<file path="config.mk">
export PLATFORM = sky130hd
export DESIGN_NAME = alu_divider_flat
export DESIGN_NICKNAME = d
export VERILOG_FILES = /design/src/rtl/alu_divider_if.sv /design/src/rtl/alu_divider.sv /design/src/flat_wrapper.sv
export SDC_FILE = /design/constraint.sdc
export NUM_CORES = 1
export LEC_CHECK = 0
export CORE_ASPECT_RATIO = 1.5
export CORE_MARGIN = 1.5
export CORE_UTILIZATION = 54
export DETAILED_ROUTE_END_ITERATION = 7
export PLACE_DENSITY = 0.86
export SYNTH_ARGS = -nofsm -noshare
export SYNTH_HDL_FRONTEND = slang
export SYNTH_SLANG_ARGS = --single-unit
</file>
<file path="constraint.sdc">
create_clock -name clock -period 2.66 [get_ports clock]
set_clock_uncertainty 0.2 [all_clocks]
set_input_delay 0.798 -clock clock [delete_from_list [all_inputs] [get_ports clock]]
set_output_delay 0.798 -clock clock [all_outputs]
set_load 0.01 [all_outputs]
</file>
<file path="src/rtl/alu_divider_if.sv">
// Operand, control and result bundle between the execute stage and the
// multicycle signed divider.
interface alu_divider_if #(
    parameter int WIDTH = 8
);
    logic [WIDTH-1:0] data_operandA;
    logic [WIDTH-1:0] data_operandB;
    logic             ctrl_DIV;
    logic [WIDTH-1:0] data_result;
    logic [WIDTH-1:0] data_remainder;
    logic             data_exception;
    logic             data_resultRDY;
    logic             busy;

    modport master (
        output data_operandA, data_operandB, ctrl_DIV,
        input  data_result, data_remainder, data_exception, data_resultRDY, busy
    );

    modport slave (
        input  data_operandA, data_operandB, ctrl_DIV,
        output data_result, data_remainder, data_exception, data_resultRDY, busy
    );
endinterface

</file>
<file path="src/rtl/alu_divider.sv">
// Signed restoring divider: one quotient bit per clock on operand magnitudes,
// with the signs applied in a final FIX cycle.
module alu_divider #(
    parameter int WIDTH = 8,
    parameter int CNT_W = 4
) (
    input logic        clock,
    input logic        reset,
    alu_divider_if.slave bus
);
    typedef enum logic [1:0] {IDLE, RUN, FIX, DONE} state_t;

    state_t           state, next_state;
    logic [CNT_W-1:0] count;
    logic             sign_a, sign_b, div_zero, ovf;
    logic [WIDTH-1:0] mag_b, rem, quot;

    logic             start;
    logic [WIDTH:0]   a_ext, b_ext, mag_a_w, mag_b_w;
    logic [WIDTH:0]   rem_sh, diff;
    logic             trial_ok;
    logic [WIDTH-1:0] rem_next;

    logic [WIDTH-1:0] fix_q, fix_r;
    logic             fix_e, load_out, rdy_next, busy_next;

    assign start = bus.ctrl_DIV;

    // One extra bit so that the magnitude of the most negative value fits.
    assign a_ext   = {bus.data_operandA[WIDTH-1], bus.data_operandA};
    assign b_ext   = {bus.data_operandB[WIDTH-1], bus.data_operandB};
    assign mag_a_w = a_ext[WIDTH] ? -a_ext : a_ext;
    assign mag_b_w = b_ext[WIDTH] ? -b_ext : b_ext;

    // rem_sh[WIDTH] set means the shifted remainder already exceeds any divisor.
    assign rem_sh   = {rem, quot[WIDTH-1]};
    assign diff     = {1'b0, rem_sh[WIDTH-1:0]} - {1'b0, mag_b};
    assign trial_ok = rem_sh[WIDTH] | ~diff[WIDTH];
    assign rem_next = trial_ok ? diff[WIDTH-1:0] : rem_sh[WIDTH-1:0];

    // NOTE: sequential state uses non-blocking assignments so every register
    // samples pre-edge values regardless of process ordering.
    always_ff @(posedge clock or posedge reset) begin
        if (reset) state <= IDLE;
        else       state <= next_state;
    end

    // NOTE: next_state gets a default before the case so no path leaves it
    // unassigned, which would otherwise infer a latch.
    always_comb begin
        next_state = state;
        if (start) begin
            next_state = (bus.data_operandB == '0) ? FIX : RUN;
        end else begin
            case (state)
                IDLE:    next_state = IDLE;
                RUN:     next_state = (count == CNT_W'(WIDTH - 1)) ? FIX : RUN;
                FIX:     next_state = DONE;
                DONE:    next_state = IDLE;
                default: next_state = IDLE;
            endcase
        end
    end

    always_comb begin
        load_out  = (state == FIX);
        rdy_next  = (state == FIX);
        busy_next = (next_state == RUN) || (next_state == FIX);
        fix_q     = '0;
        fix_r     = '0;
        fix_e     = div_zero | ovf;
        if (!div_zero) begin
            fix_q = (sign_a ^ sign_b) ? -quot : quot;
            fix_r = sign_a ? -rem : rem;
        end
    end

    always_ff @(posedge clock or posedge reset) begin
        if (reset) begin
            sign_a   <= 1'b0;
            sign_b   <= 1'b0;
            div_zero <= 1'b0;
            ovf      <= 1'b0;
            mag_b    <= '0;
            quot     <= '0;
            rem      <= '0;
            count    <= '0;
        end else if (start) begin
            sign_a   <= a_ext[WIDTH];
            sign_b   <= b_ext[WIDTH];
            div_zero <= (bus.data_operandB == '0);
            ovf      <= a_ext[WIDTH] && b_ext[WIDTH] &&
                        (mag_a_w == (WIDTH + 1)'(1 << (WIDTH - 1))) &&
                        (mag_b_w == (WIDTH + 1)'(1));
            mag_b    <= mag_b_w[WIDTH-1:0];
            quot     <= mag_a_w[WIDTH-1:0];
            rem      <= '0;
            count    <= '0;
        end else if (state == RUN) begin
            quot  <= {quot[WIDTH-2:0], trial_ok};
            rem   <= rem_next;
            count <= count + 1'b1;
        end
    end

    // Results hold across later operations until the next FIX edge.
    always_ff @(posedge clock or posedge reset) begin
        if (reset) begin
            bus.data_result    <= '0;
            bus.data_remainder <= '0;
            bus.data_exception <= 1'b0;
            bus.data_resultRDY <= 1'b0;
            bus.busy           <= 1'b0;
        end else begin
            bus.data_resultRDY <= rdy_next;
            bus.busy           <= busy_next;
            if (load_out) begin
                bus.data_result    <= fix_q;
                bus.data_remainder <= fix_r;
                bus.data_exception <= fix_e;
            end
        end
    end
endmodule

</file>
<file path="src/flat_wrapper.sv">
// flat-port wrapper written by rule: the top's interface ports become plain ports
module alu_divider_flat 
#(
    parameter int WIDTH = 8,
    parameter int CNT_W = 4
)
  (clock, reset, bus_data_operandA, bus_data_operandB, bus_ctrl_DIV, bus_data_result, bus_data_remainder, bus_data_exception, bus_data_resultRDY, bus_busy);
  alu_divider_if #(.WIDTH(WIDTH)) bus_i ();
  input logic clock;
  input logic reset;
  input wire logic [$bits(bus_i.data_operandA)-1:0] bus_data_operandA;
  input wire logic [$bits(bus_i.data_operandB)-1:0] bus_data_operandB;
  input wire logic [$bits(bus_i.ctrl_DIV)-1:0] bus_ctrl_DIV;
  output wire logic [$bits(bus_i.data_result)-1:0] bus_data_result;
  output wire logic [$bits(bus_i.data_remainder)-1:0] bus_data_remainder;
  output wire logic [$bits(bus_i.data_exception)-1:0] bus_data_exception;
  output wire logic [$bits(bus_i.data_resultRDY)-1:0] bus_data_resultRDY;
  output wire logic [$bits(bus_i.busy)-1:0] bus_busy;
  assign bus_i.data_operandA = bus_data_operandA;
  assign bus_i.data_operandB = bus_data_operandB;
  assign bus_i.ctrl_DIV = bus_ctrl_DIV;
  assign bus_data_result = bus_i.data_result;
  assign bus_data_remainder = bus_i.data_remainder;
  assign bus_data_exception = bus_i.data_exception;
  assign bus_data_resultRDY = bus_i.data_resultRDY;
  assign bus_busy = bus_i.busy;
  alu_divider #(.WIDTH(WIDTH), .CNT_W(CNT_W)) u_core (.clock(clock), .reset(reset), .bus(bus_i));
endmodule
</file>
# == Word level (Yosys, flattened, before mapping) ==
# Cells that the tools add are included.
# Widths: inputs -> output; s select.
# word_totals
word_cells,57
ff_bits,53
output_inout_bits,19
inputBits,19
# op_classes
add_sub_neg,6
n_eq_ne,8
muxes,17
bitwise_logic,4
reduce_logical,8
# ops
cell,n
$mux 8,9
$mux 9,2
$neg 9->9,2
$neg 8->8,2
$eq 9x1->1 const B,1
$eq 9x8->1 const B,1
$sub 8x8->9,1
$logic_not 8->1,1
$mux 4,2
$eq 2x2->1 const B,3
$mux 2,3
$pmux 2 s3,1
$add 4x1->4 const B,1
$eq 2x1->1 const B,2
$eq 4x3->1 const B,1
$logic_and 1x1->1,3
$logic_not 2->1,1
$or 1x1->1,2
$reduce_bool 2->1,1
$reduce_or 2->1,1
$logic_or 1x1->1,1
$not 1->1,1
$xor 1x1->1,1

# == Depth between registers and ports, before layout ==
# depth
depth_word,6
ltp_mapped,8
ltp_nobuf,8

# == Worst setup path after synthesis ==
# No wires, ideal clock.
# synth_path
path_kind,reg2reg
start,register u_core.quot[7]
end,register u_core.rem[4]
arrival_time_ns,1.880
n_path_buf,0
required_time_ns,2.378
setup_slack_ns,0.498
path_stages_with_launch,9
cell_sequence,dfrtp_1 inv_1 ha_1 fa_1 nor2b_1 o31a_1 o211a_2 o211ai_1 a31oi_1
# synth_between
elab_chain_cells,6
# synth_lines
item,line,rtl
"start, declared",alu_divider.sv:16,"logic [WIDTH-1:0] mag_b, rem, quot;"
"start signal, assigned",alu_divider.sv:96,quot <= mag_a_w[WIDTH-1:0];
"start signal, assigned",alu_divider.sv:100,"quot <= {quot[WIDTH-2:0], trial_ok};"
$sub 8x8->9 (*),alu_divider.sv:37,"assign diff = {1'b0, rem_sh[WIDTH-1:0]} - {1'b0, mag_b};"
$not 1->1,alu_divider.sv:38,assign trial_ok = rem_sh[WIDTH] | ~diff[WIDTH];
$or 1x1->1,alu_divider.sv:38,
$mux 8 (*),alu_divider.sv:39,assign rem_next = trial_ok ? diff[WIDTH-1:0] : rem_sh[WIDTH-1:0];
$mux 8 (*),alu_divider.sv:99,end else if (state == RUN) begin
$mux 8 (*),alu_divider.sv:88,end else if (start) begin
"end signal, assigned",alu_divider.sv:101,rem <= rem_next;
"end, declared",alu_divider.sv:16,
# Mark *: on every way between the ends. The rest lies on a longest branch, timed or not. The select of a mux whose other input is x is not followed.
# A chain may end at the register's enable or synchronous reset.

# == Worst setup path after layout ==
# layout_path
start,register u_core.quot[7]
end,register u_core.rem[6]
# Same word-level chain as after synthesis.

==> impl_results.md <==
- Critical path cell sequence: inv_1, ha_1, fa_1, nor2b_1, o31a_1, o211a_2, o211ai_1, a31oi_1
- Area Growth Syn to Fin: 17.7%
- Clk buf depth: 2
- Pwr/cell area: 699 nW/um^2
- Fin Setup TNS: 0 ps
- Row cnt: 34
- Num CTS Buffers: 5
- Number of I/O port buffers: 37
- Starting Density: 0.562
- Critical Path Source Type: register
- Flop pwr share: 0.394
- Layout Utilization: 0.661
- H-tree Lvls: 2
- Pre-CTS WS: -44.4 ps
- Cell-internal power: 1.61 mW
- Max-cap violation count: 0
- Combinational fraction of design power: 0.436
- Core area: 5790 sq um
- Crit-path max cell delay: 410 ps
- Ports: 38
- Sequential fraction of the synthesis area: 0.408
- Tot Pwr: 2.67 mW
- CP max-delay cell: fa_1
- Die X: 66.4 um
- CTS Root Cell: clkbuf_8
- Setup ws final: 191 ps
- Post_cts resized: 0
- Worst Max-Slew Pin Slew: 657 ps
- Post-synthesis async set-or-reset flop share: 1.00
- Final hold violations: 0
- Final-stage net count: 442
- Vias in the first global route: 2,850
- Clock transition at path regs: 100 ps
- Drt pass-1 iters: 4
- Critical path peak fanout: 9
- Clock share of power: 0.170
- Fmax: 405 MHz
- Synth Flop Type: dfrtp_1
- Pin count of the biggest net entering global routing: 54
- Worst EP arrival: 2500 ps
- First-pass GRT wire length: 12.5 mm
- Final setup violation count: 0
- Final period utilization: 0.928
- GRT Total Usage: 0.239
- Fin Hold WS: 283 ps
- Via/cell ratio: 6.01
- Synthesized area: 3250 sq um
- Slew Limit Headroom: 0.559
- Dpl hpwl: 5.45 mm
- Synth cell types: 54
- DRT iter0 DRCs: 158
- EDFF count, synth: 0
- Antenna-violating nets left: 0
- ANT cells: 0
- CP endpoint kind: register
- DR vias: 2,898
- Initial antenna violation count: 0
- DRC Markers: 0
- Clock Latency Late Sink: 310 ps
- Gr ovfl total: 0
- RSZ-0062 raised after global routing: no
- Net Switching: 1.06 mW
- Gpl congestion: 0.885
- Die H: 98.0 um
- Post-Syn Area per Cell: 8.76 sq um
- Yosys reg bits: 53
- HP Class: reg -> reg
- DR WL/cell: 14.8 um
- Post-Synthesis Cells: 371
- Pleak: 1.66 nW
- Buf/Inv on CP: 1
- CP top delay family: compound AO/OA/AOI/OAI gates
- CTS Hold Bufs: 0
- Yosys warns: 0
- TritonCTS clock tree: yes
- Setup Crit Path Kind: reg -> reg
- Share of post-route cells with drive strength above 1: 0.0707
- Required time worst endpoint: 2690 ps
- Fraction of power spent switching nets: 0.398
- Final Max Slew Viols: 0
- Syn nets: 404
- Worst vdd ir: 0.378 mV
- Overall routed net length: 7.13 mm
- Min Tclk post-route: 2470 ps
- Die area: 6500 sq um
- # Post-CTS Setup Buffers: 0
- Clk sink count: 53
- Status: finished clean
==> area by class of cell <==
class                      count  area [sq um]
clock buffer                   6          72.6
clock inverter                 2          13.8
fill                         471          1960
inverter                      22          82.6
multi-input combinational    276          1750
sequential                    53          1330
tap                           72          90.1
timing repair buffer          51           488
==> sequential cells by signal, summed over array words and instances (netlist names) <==
name	flops
u_core.bus.data_result	8
u_core.ovf	1
u_core.bus.data_resultRDY	1
u_core.sign_b	1
u_core.div_zero	1
u_core.rem	8
u_core.count	4
u_core.bus.busy	1
u_core.mag_b	8
u_core.state	2
u_core.bus.data_remainder	8
u_core.quot	8
u_core.sign_a	1
u_core.bus.data_exception	1
==> per-stage QoR <==
stage	std cells	area [sq um]
3_3_place_gp	474	3740
3_5_place_dp	474	3740
4_1_cts	482	3820
2_1_floorplan	371	3250
5_1_grt	482	3820
6_report	482	3820
==> worst register-to-register path, delay by kind of cell, from the launching register on <==
kind	cells	cell delay [ps]
AO/OA/AOI/OAI	4	900
adder cells (fa/ha/maj)	2	640
flip-flops	1	380
AND/OR/NAND/NOR	1	180
buffers and inverters	1	90
==> cell families (layout without fill, tap and decap cells) <==
family / Yosys count / count (layout) / synth area share
mux: 10 / 10 / 0.0319
simple gates: 126 / 126 / 0.179
xor+xnor: 27 / 27 / 0.0727
flops: 53 / 53 / 0.408
compound gates: 99 / 99 / 0.199
fa+ha+maj: 14 / 14 / 0.0562
buf+inv: 42 / 81 / 0.0531
==> per-layer routing <==
metal / vias to the layer above / track usage / wire length, um
li1: 1393 / - / -
met1: 1384 / 0.289 / 2820
met2: 109 / 0.422 / 3790
met3: 12 / 0.0253 / 346
met4: 0 / 0.0958 / 171
met5: - / 0 / 0
==> cell usage in the layout (no fill, tap or decap), types with 11 or more instances in the layout <==
| cell type | n |
|---|---|
| dfrtp_1 | 53 |
| a21oi_1 | 14 |
| clkdlybuf4s50_1 | 37 |
| o21ai_1 | 18 |
| buf_4 | 13 |
| inv_1 | 21 |
| nand2_1 | 52 |
| o21ai_0 | 19 |
| nor3_1 | 11 |
| ha_1 | 13 |
| xnor2_1 | 16 |
| xor2_1 | 11 |
| nor2_1 | 26 |
==> cell usage after synthesis, types with 3 or more instances <==
cell / instances / share of area
nor3_1: 11 / 0.017
mux2i_1: 7 / 0.022
buf_2: 3 / 0.0046
dfrtp_1: 53 / 0.41
o21ai_1: 18 / 0.028
mux2_2: 3 / 0.010
and3_1: 3 / 0.0058
clkbuf_1: 14 / 0.016
nand2b_1: 3 / 0.0058
nor4_1: 4 / 0.0077
xnor2_1: 16 / 0.043
a21oi_1: 14 / 0.022
ha_1: 13 / 0.050
or3_1: 4 / 0.0077
nand2_1: 52 / 0.060
nor2_1: 26 / 0.030
nand4_1: 3 / 0.0058
nand3_1: 7 / 0.011
o211ai_1: 3 / 0.0069
a31oi_1: 9 / 0.017
o31ai_1: 10 / 0.023
nor2b_1: 6 / 0.012
xor2_1: 11 / 0.030
inv_1: 22 / 0.025
o21ai_0: 19 / 0.029
==> final timing paths <==
check	startpoint	end	slack (ps)	cells past startpoint
worst max-delay path	u_core.quot[7]	u_core.rem[6]	190	8
worst min-delay path	u_core.bus.data_remainder[7]	u_core.bus.data_remainder[7]	280	2
worst max register to register	u_core.quot[7]	u_core.rem[6]	190	8
worst min register to register	u_core.bus.data_remainder[7]	u_core.bus.data_remainder[7]	280	2
max in group asynchronous	reset	u_core.mag_b[2]	1380	3
min in group asynchronous	reset	u_core.rem[5]	650	3
==> power groups by stage <==
stage / logic, mW / clock network [mW] / registers (mW)
floorplan: 0.922 / 0 / 1.02
CTS: 1.16 / 0.460 / 1.05
finish: 1.17 / 0.454 / 1.05
detailed placement: 1.16 / 0 / 1.07
global route: 1.30 / 0.492 / 1.07
global placement: 1.11 / 0 / 1.06
No activity file was read; power rests on OpenSTA's default activity.
